**src/rtl/qsp_issue_sched.sv**
```systemverilog
// Round-robin issue scheduler feeding qsp_core from NUM_IQ instruction queues.
// Inserts bubbles on distance-2/3 RAW hazards (distance 1 is covered by WB->EX forwarding).
module qsp_issue_sched #(
    parameter int unsigned  NUM_IQ   = 4,
    parameter logic [31:0]  NOP_INSN = 32'h0000_0000,
    localparam int unsigned SRC_W    = $clog2(NUM_IQ)
) (
    input  logic                  clk,
    input  logic                  rst_n,
    input  logic                  en,
    input  logic [NUM_IQ-1:0]     iq_valid,
    input  logic [NUM_IQ*32-1:0]  iq_instr,
    output logic [NUM_IQ-1:0]     iq_ready,
    output logic [31:0]           instr_out,
    output logic                  issue_valid,
    output logic [SRC_W-1:0]      issue_src,
    output logic                  illegal_drop,
    output logic [15:0]           stall_cnt
);

    localparam logic [4:0] S0_IDX     = 5'd0;
    localparam logic [6:0] OPC_OP     = 7'h33;
    localparam logic [6:0] OPC_OPIMM  = 7'h13;
    localparam logic [6:0] OPC_LOAD   = 7'h03;
    localparam logic [6:0] OPC_STORE  = 7'h23;
    localparam logic [6:0] OPC_BRANCH = 7'h63;

    logic [SRC_W-1:0] rr_q, rr_d;
    logic [31:0]      instr_q, instr_d;
    logic             valid_q, valid_d;
    logic [SRC_W-1:0] src_q, src_d;
    logic             drop_q, drop_d;
    logic [15:0]      stall_q, stall_d;
    // History index 0 is h1 (the slot currently on instr_out), 2 is h3.
    logic [2:0]       h_we_q;
    logic [2:0][4:0]  h_rd_q;
    logic             slot_we;

    logic             cand_found;
    logic [SRC_W-1:0] cand_idx;
    logic [SRC_W-1:0] scan_pos;
    int unsigned      scan_idx;
    logic [31:0]      cand_instr;

    logic [4:0]       dec_rd, dec_rs1, dec_rs2;
    logic             dec_we, dec_use_imm, dec_illegal;
    logic             hazard, accept, stall;

    always_comb begin
        cand_found = 1'b0;
        cand_idx   = '0;
        scan_idx   = 0;
        scan_pos   = '0;
        for (int unsigned k = 0; k < NUM_IQ; k++) begin
            scan_idx = 32'(rr_q) + k;
            if (scan_idx >= NUM_IQ) scan_idx = scan_idx - NUM_IQ;
            scan_pos = SRC_W'(scan_idx);
            if (!cand_found && iq_valid[scan_pos]) begin
                cand_found = 1'b1;
                cand_idx   = scan_pos;
            end
        end
    end

    assign cand_instr = iq_instr[{cand_idx, 5'b0} +: 32];

    // Candidate decode: rd[11:7], rs1[19:15], rs2[24:20], opcode[6:0].
    assign dec_rd  = cand_instr[11:7];
    assign dec_rs1 = cand_instr[19:15];
    assign dec_rs2 = cand_instr[24:20];

    always_comb begin
        dec_we      = 1'b0;
        dec_use_imm = 1'b0;
        dec_illegal = 1'b0;
        case (cand_instr[6:0])
            OPC_OP:               dec_we = 1'b1;
            OPC_OPIMM, OPC_LOAD: begin
                dec_we      = 1'b1;
                dec_use_imm = 1'b1;
            end
            OPC_STORE, OPC_BRANCH: dec_we = 1'b0;
            default:              dec_illegal = 1'b1;
        endcase
    end

    always_comb begin
        hazard = 1'b0;
        for (int d = 1; d < 3; d++) begin
            if (h_we_q[d] && (h_rd_q[d] != S0_IDX) &&
                ((h_rd_q[d] == dec_rs1) || (!dec_use_imm && (h_rd_q[d] == dec_rs2)))) begin
                hazard = 1'b1;
            end
        end
    end

    assign accept = rst_n && en && cand_found && !hazard;
    assign stall  = en && cand_found && hazard;

    always_comb begin
        iq_ready = '0;
        if (accept) iq_ready[cand_idx] = 1'b1;
    end

    always_comb begin
        instr_d = NOP_INSN;
        valid_d = 1'b0;
        src_d   = src_q;
        drop_d  = 1'b0;
        stall_d = stall_q;
        rr_d    = rr_q;
        slot_we = 1'b0;
        if (accept) begin
            rr_d = (cand_idx == SRC_W'(NUM_IQ - 1)) ? '0 : cand_idx + 1'b1;
            if (dec_illegal) begin
                drop_d = 1'b1;
            end else begin
                instr_d = cand_instr;
                valid_d = 1'b1;
                src_d   = cand_idx;
                slot_we = dec_we;
            end
        end else if (stall && (stall_q != 16'hFFFF)) begin
            stall_d = stall_q + 16'd1;
        end
    end

    always_ff @(posedge clk or negedge rst_n) begin
        if (!rst_n) begin
            rr_q    <= '0;
            instr_q <= NOP_INSN;
            valid_q <= 1'b0;
            src_q   <= '0;
            drop_q  <= 1'b0;
            stall_q <= '0;
            h_we_q  <= '0;
            h_rd_q  <= '0;
        end else begin
            rr_q    <= rr_d;
            instr_q <= instr_d;
            valid_q <= valid_d;
            src_q   <= src_d;
            drop_q  <= drop_d;
            stall_q <= stall_d;
            h_we_q  <= {h_we_q[1:0], slot_we};
            h_rd_q  <= {h_rd_q[1:0], dec_rd};
        end
    end

    assign instr_out    = instr_q;
    assign issue_valid  = valid_q;
    assign issue_src    = src_q;
    assign illegal_drop = drop_q;
    assign stall_cnt    = stall_q;

endmodule

```
**config.mk**
```make
export PLATFORM = sky130hd
export DESIGN_NAME = qsp_issue_sched
export DESIGN_NICKNAME = d
export VERILOG_FILES = /design/src/rtl/qsp_issue_sched.sv
export SDC_FILE = /design/constraint.sdc
export NUM_CORES = 1
export LEC_CHECK = 0
export ABC_AREA = 1
export BUFFER_PORTS_ARGS = -buffer_cell sky130_fd_sc_hd__buf_2
export CAP_MARGIN = 20
export CORE_ASPECT_RATIO = 0.5
export CORE_MARGIN = 2
export CORE_UTILIZATION = 30
export DETAILED_ROUTE_END_ITERATION = 12
export PLACE_DENSITY = 0.51
export REMOVE_ABC_BUFFERS = 1
export SLEW_MARGIN = 20
export SYNTH_ARGS = -nofsm -noshare
export SYNTH_HDL_FRONTEND = slang
export SYNTH_SLANG_ARGS = --single-unit
```
**constraint.sdc**
```tcl
create_clock -name clk -period 7.2 [get_ports clk]
set_clock_uncertainty 0.2 [all_clocks]
set_input_delay 1.08 -clock clk [delete_from_list [all_inputs] [get_ports clk]]
set_output_delay 1.08 -clock clk [all_outputs]
set_load 0.01 [all_outputs]
```
# [Word-level counts from Yosys, hierarchy flattened]
# Cells that the tools add are included.
[totals] ff_bits=72 out_inout_bits=56
[classes] add_sub_neg=9 order_cmp=10 eq_ne=11 n_shift=1 mux=36 bitwise=1 n_reduce_logical=30
[ops] cell="128-bit by 8-bit variable part select with 32-bit output" count=1
[ops] cell="32-bit 2-to-1 mux" count=2
[ops] cell="5-bit == test" count=4
[ops] cell="1-bit 2-to-1 mux" count=19
[ops] cell="2-bit 2-to-1 mux" count=9
[ops] cell="16-bit by 1-bit adder with 16-bit output (second input constant)" count=1
[ops] cell="1-bit logical AND" count=16
[ops] cell="16-bit != test (second input constant)" count=1
[ops] cell="2-bit by 3-bit < comparator with 1-bit output (second input constant)" count=5
[ops] cell="7-bit by 6-bit == test with 1-bit output (second input constant)" count=2
[ops] cell="5-bit nonzero test" count=2
[ops] cell="3-bit greater-or-equal comparator (second input constant)" count=3
[ops] cell="1-bit binary-select mux with 2-bit select" count=4
[ops] cell="2-bit by 1-bit subtractor with 2-bit output (second input constant)" count=4
[ops] cell="7-bit by 2-bit == test with 1-bit output (second input constant)" count=1
[ops] cell="7-bit by 5-bit == test with 1-bit output (second input constant)" count=1
[ops] cell="7-bit == test (second input constant)" count=1
[ops] cell="2-bit by 2-bit adder with 3-bit output (second input constant)" count=2
[ops] cell="1-bit logical NOT" count=5
[ops] cell="5-bit OR reduction" count=1
[ops] cell="4-bit 2-to-1 mux" count=1
[ops] cell="2-bit AND reduction" count=2
[ops] cell="2-bit by 1-bit adder with 3-bit output (second input constant)" count=1
[ops] cell="2-bit by 3-bit greater-or-equal comparator with 1-bit output (second input constant)" count=1
[ops] cell="8 further kinds" count=9

# [Logic depth before layout (Yosys ltp)]
# Gate-level depths: netlist of run 1.
[depth] word_depth=28 mapped_depth=26

# [Least setup slack after synthesis of run 1]
# OpenSTA, ideal clock, no wires.
[synth_path] kind="input to output" startpoint="input iq_valid[3]" endpoint="output iq_ready[0]" arrival_time_ns=2.937 required_ns=5.920 path_slack_ns=2.983 cell_stages=18 path_cell_list="inv_1 -> nand2_2 -> nand3_1 -> nand2_2 -> nor2_4 -> nand3_2 -> nand2_2 -> nand2_4 -> buf_2 -> o211ai_1 -> nand2_1 -> nor2_1 -> nand3_1 -> nand3_1 -> nand2_1 -> nand2_2 -> nand3_2 -> nor2_1"
[synth_via] elab_chain_cells=25 elab_cells_between_ends=49
[synth_rtl] item="from (decl)" line_no="11" rtl="input logic [NUM_IQ-1:0] iq_valid,"
[synth_rtl] item="1-bit binary-select mux with 2-bit select" line_no="58" rtl="if (!cand_found && iq_valid[scan_pos]) begin"
[synth_rtl] item="1-bit 2-to-1 mux (implied by the code)" line_no="58"
[synth_rtl] item="1-bit 2-to-1 mux" line_no="58"
[synth_rtl] item="1-bit logical NOT" line_no="58"
[synth_rtl] item="1-bit logical AND" line_no="58"
[synth_rtl] item="1-bit 2-to-1 mux" line_no="58"
[synth_rtl] item="1-bit logical NOT" line_no="58"
[synth_rtl] item="1-bit logical AND" line_no="58"
[synth_rtl] item="[8 not listed]"
[synth_rtl] item="1-bit logical NOT" line_no="91" rtl="((h_rd_q[d] == dec_rs1) || (!dec_use_imm && (h_rd_q[d] == dec_rs2)))) begin"
[synth_rtl] item="1-bit logical AND" line_no="91"
[synth_rtl] item="1-bit logical OR" line_no="91"
[synth_rtl] item="1-bit logical AND" line_no="90" rtl="if (h_we_q[d] && (h_rd_q[d] != S0_IDX) &&"
[synth_rtl] item="1-bit 2-to-1 mux (2 in series)" line_no="90"
[synth_rtl] item="1-bit logical NOT" line_no="97" rtl="assign accept = rst_n && en && cand_found && !hazard;"
[synth_rtl] item="1-bit logical AND" line_no="97"
[synth_rtl] item="4-bit 2-to-1 mux *" line_no="102" rtl="if (accept) iq_ready[cand_idx] = 1'b1;"
[synth_rtl] item="to (decl)" line_no="13" rtl="output logic [NUM_IQ-1:0] iq_ready,"
# Every way passes the cells marked *; elsewhere a longest branch is shown, timed or not. The select of a mux whose other input is x is not followed.

# [Worst setup path in the final report of run 1]
[layout_path] startpoint="input iq_valid[3]" endpoint="output iq_ready[1]"
# The elaborated chain is that of the path after synthesis.

==> reports/qor_table.md, run 1 <==
| Step | Quantity | Reported |
|:---|:---|:---|
| run status | Result of the run | finished clean |
| cts | Number of clock sinks seen by CTS | 72 |
| cts | Number of setup buffers added after CTS | 0 |
| layout | Layout-stage area growth over the synthesis result | 28.5% |
| route | Remaining design rule violation count | 0 |
| die | Chip height | 93.4 um |
| yosys | Cell accounting for the most synthesized area | dfrtp_1 |
| sta | Top achievable clock speed | 171 MHz |
| placed design | Quantity of I/O buffers inserted on ports | 190 |
| layout | Post-route insts no fill | 1,072 |
| yosys | Post-Syn Area per Cell | 6.98 sq um |
| die | Core outline area | 15,500 sq um |
| route | Detailed-route via count | 4,962 |
| sta | Final period demand of the worst path | 5.86 ns |
| sta | Final Hold Violating Endpoints | 0 |
| grt | Global-route wire length before repair | 22,700 um |
| sta | Fin. max-slew vios | 0 |
| cts | Number of gates given a new drive strength after cts | 0 |
| power and ir drop | Power per standard cell area | 473 nW/um^2 |
| setup path | Arrival time worst endpoint | 4.58 ns |
| route | Post-route antenna net violation count | 0 |
| yosys | Post-synthesis cell type count | 34 |
| placed design | Instance count after placement with tap cells included | 1,056 |
| yosys | Synthesized cell area | 4790 sq um |
| cts | Hold_buf cts | 0 |
| placed design | Routability congestion estimate from global placement | 0.870 |
| layout | Final net count | 1,003 |
| cts | Clock transition at the registers of the reported paths | 0.06 ns |
| grt | Global router's overall resource usage | 16.8% |
| cts | CTS tree | done |
| run | Max-Cap Viols | 0 |
| die | Initial core utilization | 30.9% |
| setup path | Largest driver fanout on the critical path | 49 |
| die | I/O pin cnt | 191 |
| route | Post-detailed-route via-to-cell ratio | 4.63 |
| yosys | Top cell type's share of synthesized area | 37.6% |
| setup path | Required time reported for the critical path endpoint | 5.92 ns |
| route | Detailed-route wire length per cell | 13.1 um |
| die | Number of placement rows | 32 |
| setup path | Worst R2R Path Depth | 21 |
| min path | Class of the worst hold path | register to register |
| sta | Actual slew at the worst max-slew pin | 0.833 ns |
| sta | Worst slew slack as a fraction of its limit | 44.5% |
| sta | Unrepaired setup endpoints after global routing | false |
| setup path | Worst reg2reg path startpoint | rr_q[0]$_DFFE_PN0P_ |
| yosys | Top FF cell, synth | dfrtp_1 |
| setup path | End of the worst register-to-register path | instr_out[16]$_DFF_PN0_ |
| yosys | Syn. warnings | 0 |
| route | Number of detailed-route iterations in the first pass | 4 |
| yosys | Portion of the post-synthesis area used by sequential elements | 37.6% |
| setup path | Endpoint class of the critical path | primary output |
| power and ir drop | Max rail drop VDD | 0.245 mV |
| yosys | Number of enable flip-flop cells after synthesis | 0 |
| cts | Inserted Clock Buffers | 9 |
| power and ir drop | Reported leakage power | 3.52 nW |
| route | Final wirelength | 14,000 um |
| cts | Insertion delay of the later-clocked pin in the worst-skew pair | 0.33 ns |
| setup path | Setup crit end | iq_ready[1] |
| yosys | Post-synth top cells | nand2_1, inv_1, nand3_1 |
| sta | Setup TNS after final layout | 0 ns |
| sta | Final number of setup-violating endpoints | 0 |
| cts | Clk Tree Root Cell | clkbuf_16 |
| layout | Antenna Diode Count | 0 |
| cts | H-tree depth | 3 |
| yosys | Most repeated cell in the gate-level netlist after synthesis | nand2_1 |
| layout | Final core utilization | 39.8% |
| yosys | Flip-flop and latch count after synthesis | 72 |
| route | Number of DRC violations after detailed-routing iteration 0 | 197 |
| grt | Via count of the first global-routing pass | 4,699 |
| die | Horizontal die dimension | 183 um |
| sta | Final clock period utilization by the worst path | 81.4% |
| placed design | Half-perimeter wire length of the detailed placement result | 10,300 um |
| cts | Max Root-Sink Buffers | 2 |
| yosys | Most area-consuming cells after synthesis | dfrtp_1, nand2_1, nand3_1 |
| setup path | Setup CP Type | input pin to primary output |
| yosys | Proportion of synthesized flip-flops having asynchronous set or reset | 100% |
| layout | Share of final-layout standard cells stronger than drive strength 1 | 29.1% |
| yosys | Post-synthesis cell count | 687 |
| setup path | CP startpoint | iq_valid[3] |
| grt | Pin count of the biggest net entering global routing | 57 |
| die | Die area | 17,100 sq um |
| grt | Antenna violations before repair | 0 |
| setup path | Kind of launch point of the worst setup path | input pin |
| setup path | Setup slack of the worst register-to-register path | 2.11 ns |
| grt | Congestion Overflow GR | 0 |
kinds of logic (layout without fill, tap and decap cells):
| kind of cell | after synthesis | count (layout) | share of synthesized area (%) |
|---|---|---|---|
| AO/OA/AOI/OAI | 62 | 62 | 9.16 |
| flip-flops | 72 | 72 | 37.6 |
| adder cells (fa/ha/maj) | 5 | 5 | 1.31 |
| buffers and inverters | 117 | 297 | 10.6 |
| other | 1 | 2 | 0.0783 |
| AND/OR/NAND/NOR | 414 | 414 | 38.3 |
| XOR/XNOR | 16 | 16 | 2.92 |
worst min-delay path by stage:
stage                              from                  end  slack [ns]  cells past startpoint
floorplan           h_rd_q[0]$_DFF_PN0_  h_rd_q[5]$_DFF_PN0_        0.13                      0
detailed placement  h_we_q[0]$_DFF_PN0_  h_we_q[1]$_DFF_PN0_        0.14                      0
global placement    h_rd_q[3]$_DFF_PN0_  h_rd_q[8]$_DFF_PN0_        0.14                      0
CTS                 h_rd_q[4]$_DFF_PN0_  h_rd_q[9]$_DFF_PN0_        0.15                      0
finish              h_rd_q[1]$_DFF_PN0_  h_rd_q[6]$_DFF_PN0_        0.15                      0
global route        h_rd_q[1]$_DFF_PN0_  h_rd_q[6]$_DFF_PN0_        0.15                      0
flip-flops by register name (all words and copies together) (netlist names):
register      flops
instr_out        32
issue_valid       1
issue_src         2
h_rd_q           15
stall_cnt        16
rr_q              2
illegal_drop      1
h_we_q            3
power breakdown:
group | internal (mW) | switching (mW)
sequential | 0.484 | 0.0556
clock | 0.286 | 0.173
combinational | 0.598 | 1.32
routing by layer:
metal  vias up  wire length [um]  GRT usage (%)
met2        86              6810           29.8
met1      2348              6600           21.3
met3         4               531           3.50
met5         -                 0              0
li1       2524                 -              -
met4         0                70           3.16
worst max-delay path, cell delays in order:
cell,delay (ns)
buf_2,0.10
inv_1,0.07
nand2_2,0.05
nand3_1,0.13
nand2_2,0.10
nor2_4,0.15
nand3_2,0.10
nand2_2,0.39
nand2_4,0.31
inv_2,0.68
nand2_1,0.10
nand3_1,0.14
nand2_1,0.10
nor2_1,0.12
nand3_1,0.14
nand3_1,0.12
nand2_1,0.08
nand2_2,0.09
nand3_2,0.19
nor2_1,0.13
buf_2,0.14
placed cells by master (no fill, tap or decap), drive strengths merged:
cell type / count
a21oi: 33
nand4: 4
a32o: 10
xor2: 10
inv: 87
bufinv: 1
buf: 194
ha: 5
nor3: 8
nand3b: 12
a31oi: 1
clkbuf: 11
o211ai: 4
o21ai: 12
dfrtp: 72
nor4: 3
clkinv: 2
clkinvlp: 2
nand2: 249
a32oi: 2
or2: 4
nand3: 91
xnor2: 6
nor2: 43
conb: 2
layout make-up:
class	instances	area, sq um
inverters	87	327
clock buffers	11	253
repair buffers	194	983
fillers	1663	9340
well taps	204	255
flip-flops and latches	72	1800
multi-input cells	499	2480
clock inverters	5	55.1
metrics by stage:
stage / power [mW] / cell area (sq um) / setup slack, ns / hold WS (ns)
floorplan: 1.96 / 4610 / 2.11 / 0.131
global placement: 2.47 / 5850 / 1.34 / 0.135
detailed placement: 2.48 / 5850 / 1.33 / 0.136
CTS: 2.96 / 6160 / 1.31 / 0.152
global route: 3.24 / 6160 / 0.857 / 0.151
finish: 2.91 / 6160 / 1.34 / 0.148
(Power assumes the default switching activity.)
==> run 2: changes to the inputs <==
--- a/config.mk
+++ b/config.mk
@@ -12,7 +12,7 @@
 export CORE_MARGIN = 2
 export CORE_UTILIZATION = 30
 export DETAILED_ROUTE_END_ITERATION = 12
-export PLACE_DENSITY = 0.51
+export PLACE_DENSITY = 0.53
 export REMOVE_ABC_BUFFERS = 1
 export SLEW_MARGIN = 20
 export SYNTH_ARGS = -nofsm -noshare
==> constraint.sdc (replaced) <==
create_clock -name clk -period 5.2 [get_ports clk]
set_clock_uncertainty 0.2 [all_clocks]
set_input_delay 0.78 -clock clk [delete_from_list [all_inputs] [get_ports clk]]
set_output_delay 0.78 -clock clk [all_outputs]
set_load 0.01 [all_outputs]
==> run 2 against run 1 <==
Largest power group unchanged; global-route usage fell by 0.20 points; final area increased by 0.45%; critical path depth is 1 higher; die area unchanged; register-to-register slack got worse by 0.91 ns; combinational power increased by 42%; first-iteration DRC count up 3.0%; clock power increased by 37%; total power increased by 41%.
==> reports/qor_table.md, run 2 (synthesis gave the netlist of run 1 again) <==
| Step | Quantity | Reported | Change |
|:---|:---|:---|:---|
| min path | Class of the worst hold path | input pin to async pin | was register to register |
| layout | Commonest non-fill, non-tap cells in the layout | nand2_1, buf_2, inv_1, nand3_1, dfrtp_1 | unchanged |
| layout | Antenna Diode Count | 0 | unchanged |
| run status | Result of the run | finished clean | unchanged |
| die | Core outline area | 15,500 sq um | unchanged |
| grt | Pin count of the biggest net entering global routing | 55 | was 57 |
| die | Die area | 17,100 sq um | unchanged |
| cts | Number of setup buffers added after CTS | 0 | unchanged |
| setup path | Crit path cell chain | inv_2, nand2_1, nand2_1, nand2_1, nand2_1, nor2_4, nand3_2, nand3_2, nand2_4, inv_2, nand3_1, nand2_1, nand2_1, nand2_1, nand2_1, nor2_1, nand3_1, nand2_1, nand2_2, nand3_2, nor2_1, buf_2 | was buf_2, inv_1, nand2_2, nand3_1, nand2_2, nor2_4, nand3_2, nand2_2, nand2_4, inv_2, nand2_1, nand3_1, nand2_1, nor2_1, nand3_1, nand3_1, nand2_1, nand2_2, nand3_2, nor2_1, buf_2 |
| setup path | Required time reported for the critical path endpoint | 4.22 ns | was 5.92 ns |
| cts | Number of gates given a new drive strength after cts | 0 | unchanged |
| placed design | Instance count after placement with tap cells included | 1,061 | was 1,056 |
| setup path | Largest incremental delay on the critical path | 0.59 ns | was 0.68 ns |
| grt | Global-route wire length before repair | 22,600 um | was 22,700 um |
| route | Post-route antenna net violation count | 0 | unchanged |
| setup path | Number of buffer and inverter instances along the worst setup path | 3 | was 4 |
| sta | Final number of setup-violating endpoints | 0 | unchanged |
| sta | Unrepaired setup endpoints after global routing | false | unchanged |
| layout | Max FFs per register | 32 | unchanged |
| route | Post-detailed-route via-to-cell ratio | 4.60 | was 4.63 |
| sta | Final Hold Violating Endpoints | 0 | unchanged |
| die | Chip height | 93.4 um | unchanged |
| power and ir drop | Power per standard cell area | 663 nW/um^2 | was 473 nW/um^2 |
| route | Number of DRC violations after detailed-routing iteration 0 | 203 | was 197 |
| sta | Actual slew at the worst max-slew pin | 0.710 ns | was 0.833 ns |
| placed design | Worst slack, placed | 0.707 ns | was 1.33 ns |
| route | Detailed-route wire length per cell | 13.1 um | about the same |
| layout | Final net count | 1,008 | was 1,003 |
| cts | Max Root-Sink Buffers | 2 | unchanged |
| layout | Most common cell after layout, fill and taps aside | nand2_1 | unchanged |
| power and ir drop | Reported leakage power | 3.53 nW | was 3.52 nW |
| cts | H-tree depth | 3 | unchanged |
| layout | Post-route insts no fill | 1,077 | was 1,072 |
| setup path | Worst R2R Path Depth | 24 | was 21 |
| run | Max-Cap Viols | 0 | unchanged |
| cts | Hold_buf cts | 0 | unchanged |
| die | Horizontal die dimension | 183 um | unchanged |
| cts | Clk Tree Root Cell | clkbuf_16 | unchanged |
| grt | Via count of the first global-routing pass | 4,642 | was 4,699 |
| route | Remaining design rule violation count | 0 | unchanged |
| sta | Setup TNS after final layout | 0 ns | unchanged |
| die | Number of placement rows | 32 | unchanged |
| placed design | Half-perimeter wire length of the detailed placement result | 10,700 um | was 10,300 um |
| setup path | Number of stages on the worst setup path | 22 | was 21 |
| die | I/O pin cnt | 191 | unchanged |
| sta | Final clock period utilization by the worst path | 89.1% |  |
| setup path | Kind of launch point of the worst setup path | register | was input pin |
| route | Final wirelength | 14,100 um | was 14,000 um |
| setup path | Slowest-stage cell, CP | dfrtp_1 | was inv_2 |
| setup path | Setup CP Type | register to primary output | was input pin to primary output |
| grt | Global router's overall resource usage | 16.6% | was 16.8% |
| sta | Final period demand of the worst path | 4.63 ns |  |
| setup path | Arrival time worst endpoint | 3.65 ns | was 4.58 ns |
| grt | Congestion Overflow GR | 0 | unchanged |
| sta | Worst slew slack as a fraction of its limit | 52.7% | was 44.5% |
| setup path | CP dominant cell by count | nand2_1 |  |
| placed design | Quantity of I/O buffers inserted on ports | 190 | unchanged |
| cts | Number of clock sinks seen by CTS | 72 | unchanged |
| route | Number of detailed-route iterations in the first pass | 4 | unchanged |
| grt | Antenna violations before repair | 0 | unchanged |
| sta | Fin. max-slew vios | 0 | unchanged |
| layout | Share of final-layout standard cells stronger than drive strength 1 | 29.4% | was 29.1% |
| cts | Clock transition at the registers of the reported paths | 0.07 ns | was 0.06 ns |
| cts | Insertion delay of the later-clocked pin in the worst-skew pair | 0.34 ns | was 0.33 ns |
| cts | CTS tree | done | unchanged |
| sta | Top achievable clock speed | 216 MHz |  |
| setup path | Endpoint class of the critical path | primary output | unchanged |
| cts | Inserted Clock Buffers | 9 | unchanged |
| layout | Layout-stage area growth over the synthesis result | 29.1% | was 28.5% |
| setup path | Largest driver fanout on the critical path | 23 | was 49 |
| die | Initial core utilization | 30.9% | unchanged |
| setup path | Largest delay share family, worst path | simple AND/OR/NAND/NOR gates | unchanged |
| placed design | Routability congestion estimate from global placement | 0.855 | was 0.870 |
| route | Detailed-route via count | 4,950 | was 4,962 |
| sta | Post-layout worst setup margin | 0.568 ns | was 1.34 ns |
| power and ir drop | Max rail drop VDD | 0.345 mV | was 0.245 mV |
==> run 2: cell types whose count changed in the layout (fill, tap and decap cells not counted), sizes merged <==
cell	delta
buf	+5
clkinv	-2
clkinvlp	+2
clkbuf	-1
inv	+1
==> run 2: layer usage <==
layer  routed length, um  up-vias  part of all wire (%)  global-route usage (%)
met2                6760      111                    48                    29.0
met4                 104        0                  0.74                    2.89
li1                    -     2544                     -                       -
met5                   0        -                     0                       0
met1                6550     2283                    46                    21.3
met3                 701       12                   5.0                    3.66
==> run 2: metrics by stage <==
| step | power (mW) | util (%) | hold slack (ns) | cell area [sq um] |
|---|---|---|---|---|
| floorplan | 2.71 | - | 0.131 | 4610 |
| global placement | 3.49 | 38.0 | 0.134 | 5890 |
| detailed placement | 3.50 | 38.0 | 0.142 | 5890 |
| CTS | 4.15 | 39.9 | 0.135 | 6190 |
| global route | 4.53 | 39.9 | 0.129 | 6190 |
| finish | 4.10 | 39.9 | 0.122 | 6190 |
==> run 2: where the power goes <==
part	leakage [nW]	internal (mW)	switching, mW	total [mW]
Clock	0.131	0.374	0.257	0.630
Combinational	2.44	0.870	1.85	2.72
Sequential	0.961	0.670	0.0769	0.747
Total	3.53	1.91	2.19	4.10
==> run 2: path summary, 6_finish.rpt <==
kind                                          start                         to  slack (ns)
worst max-delay path            rr_q[0]$_DFFE_PN0P_                iq_ready[3]        0.57
max in group asynchronous                     rst_n  stall_cnt[12]$_DFFE_PN0P_        3.66
worst min-delay path                          rst_n     instr_out[8]$_DFF_PN0_        0.12
worst min register to register  h_rd_q[4]$_DFF_PN0_        h_rd_q[9]$_DFF_PN0_        0.14
worst max register to register  rr_q[0]$_DFFE_PN0P_  stall_cnt[12]$_DFFE_PN0P_        1.20
min in group clk                h_rd_q[4]$_DFF_PN0_        h_rd_q[9]$_DFF_PN0_        0.14
==> run 2: cell type report <==
type | count | area [sq um]
timing repair buffer | 199 | 1020
multi-input combinational | 499 | 2480
inverter | 87 | 327
sequential | 72 | 1800
clock buffer | 10 | 229
clock inverter | 6 | 68.8
fill | 1685 | 9310
tap | 204 | 255
==> run 2: worst register-to-register path: cells and delay by family (launching register included) <==
family | cells | cell delay (ns)
buf+inv | 3 | 0.83
simple gates | 21 | 2.32
flops | 1 | 0.59
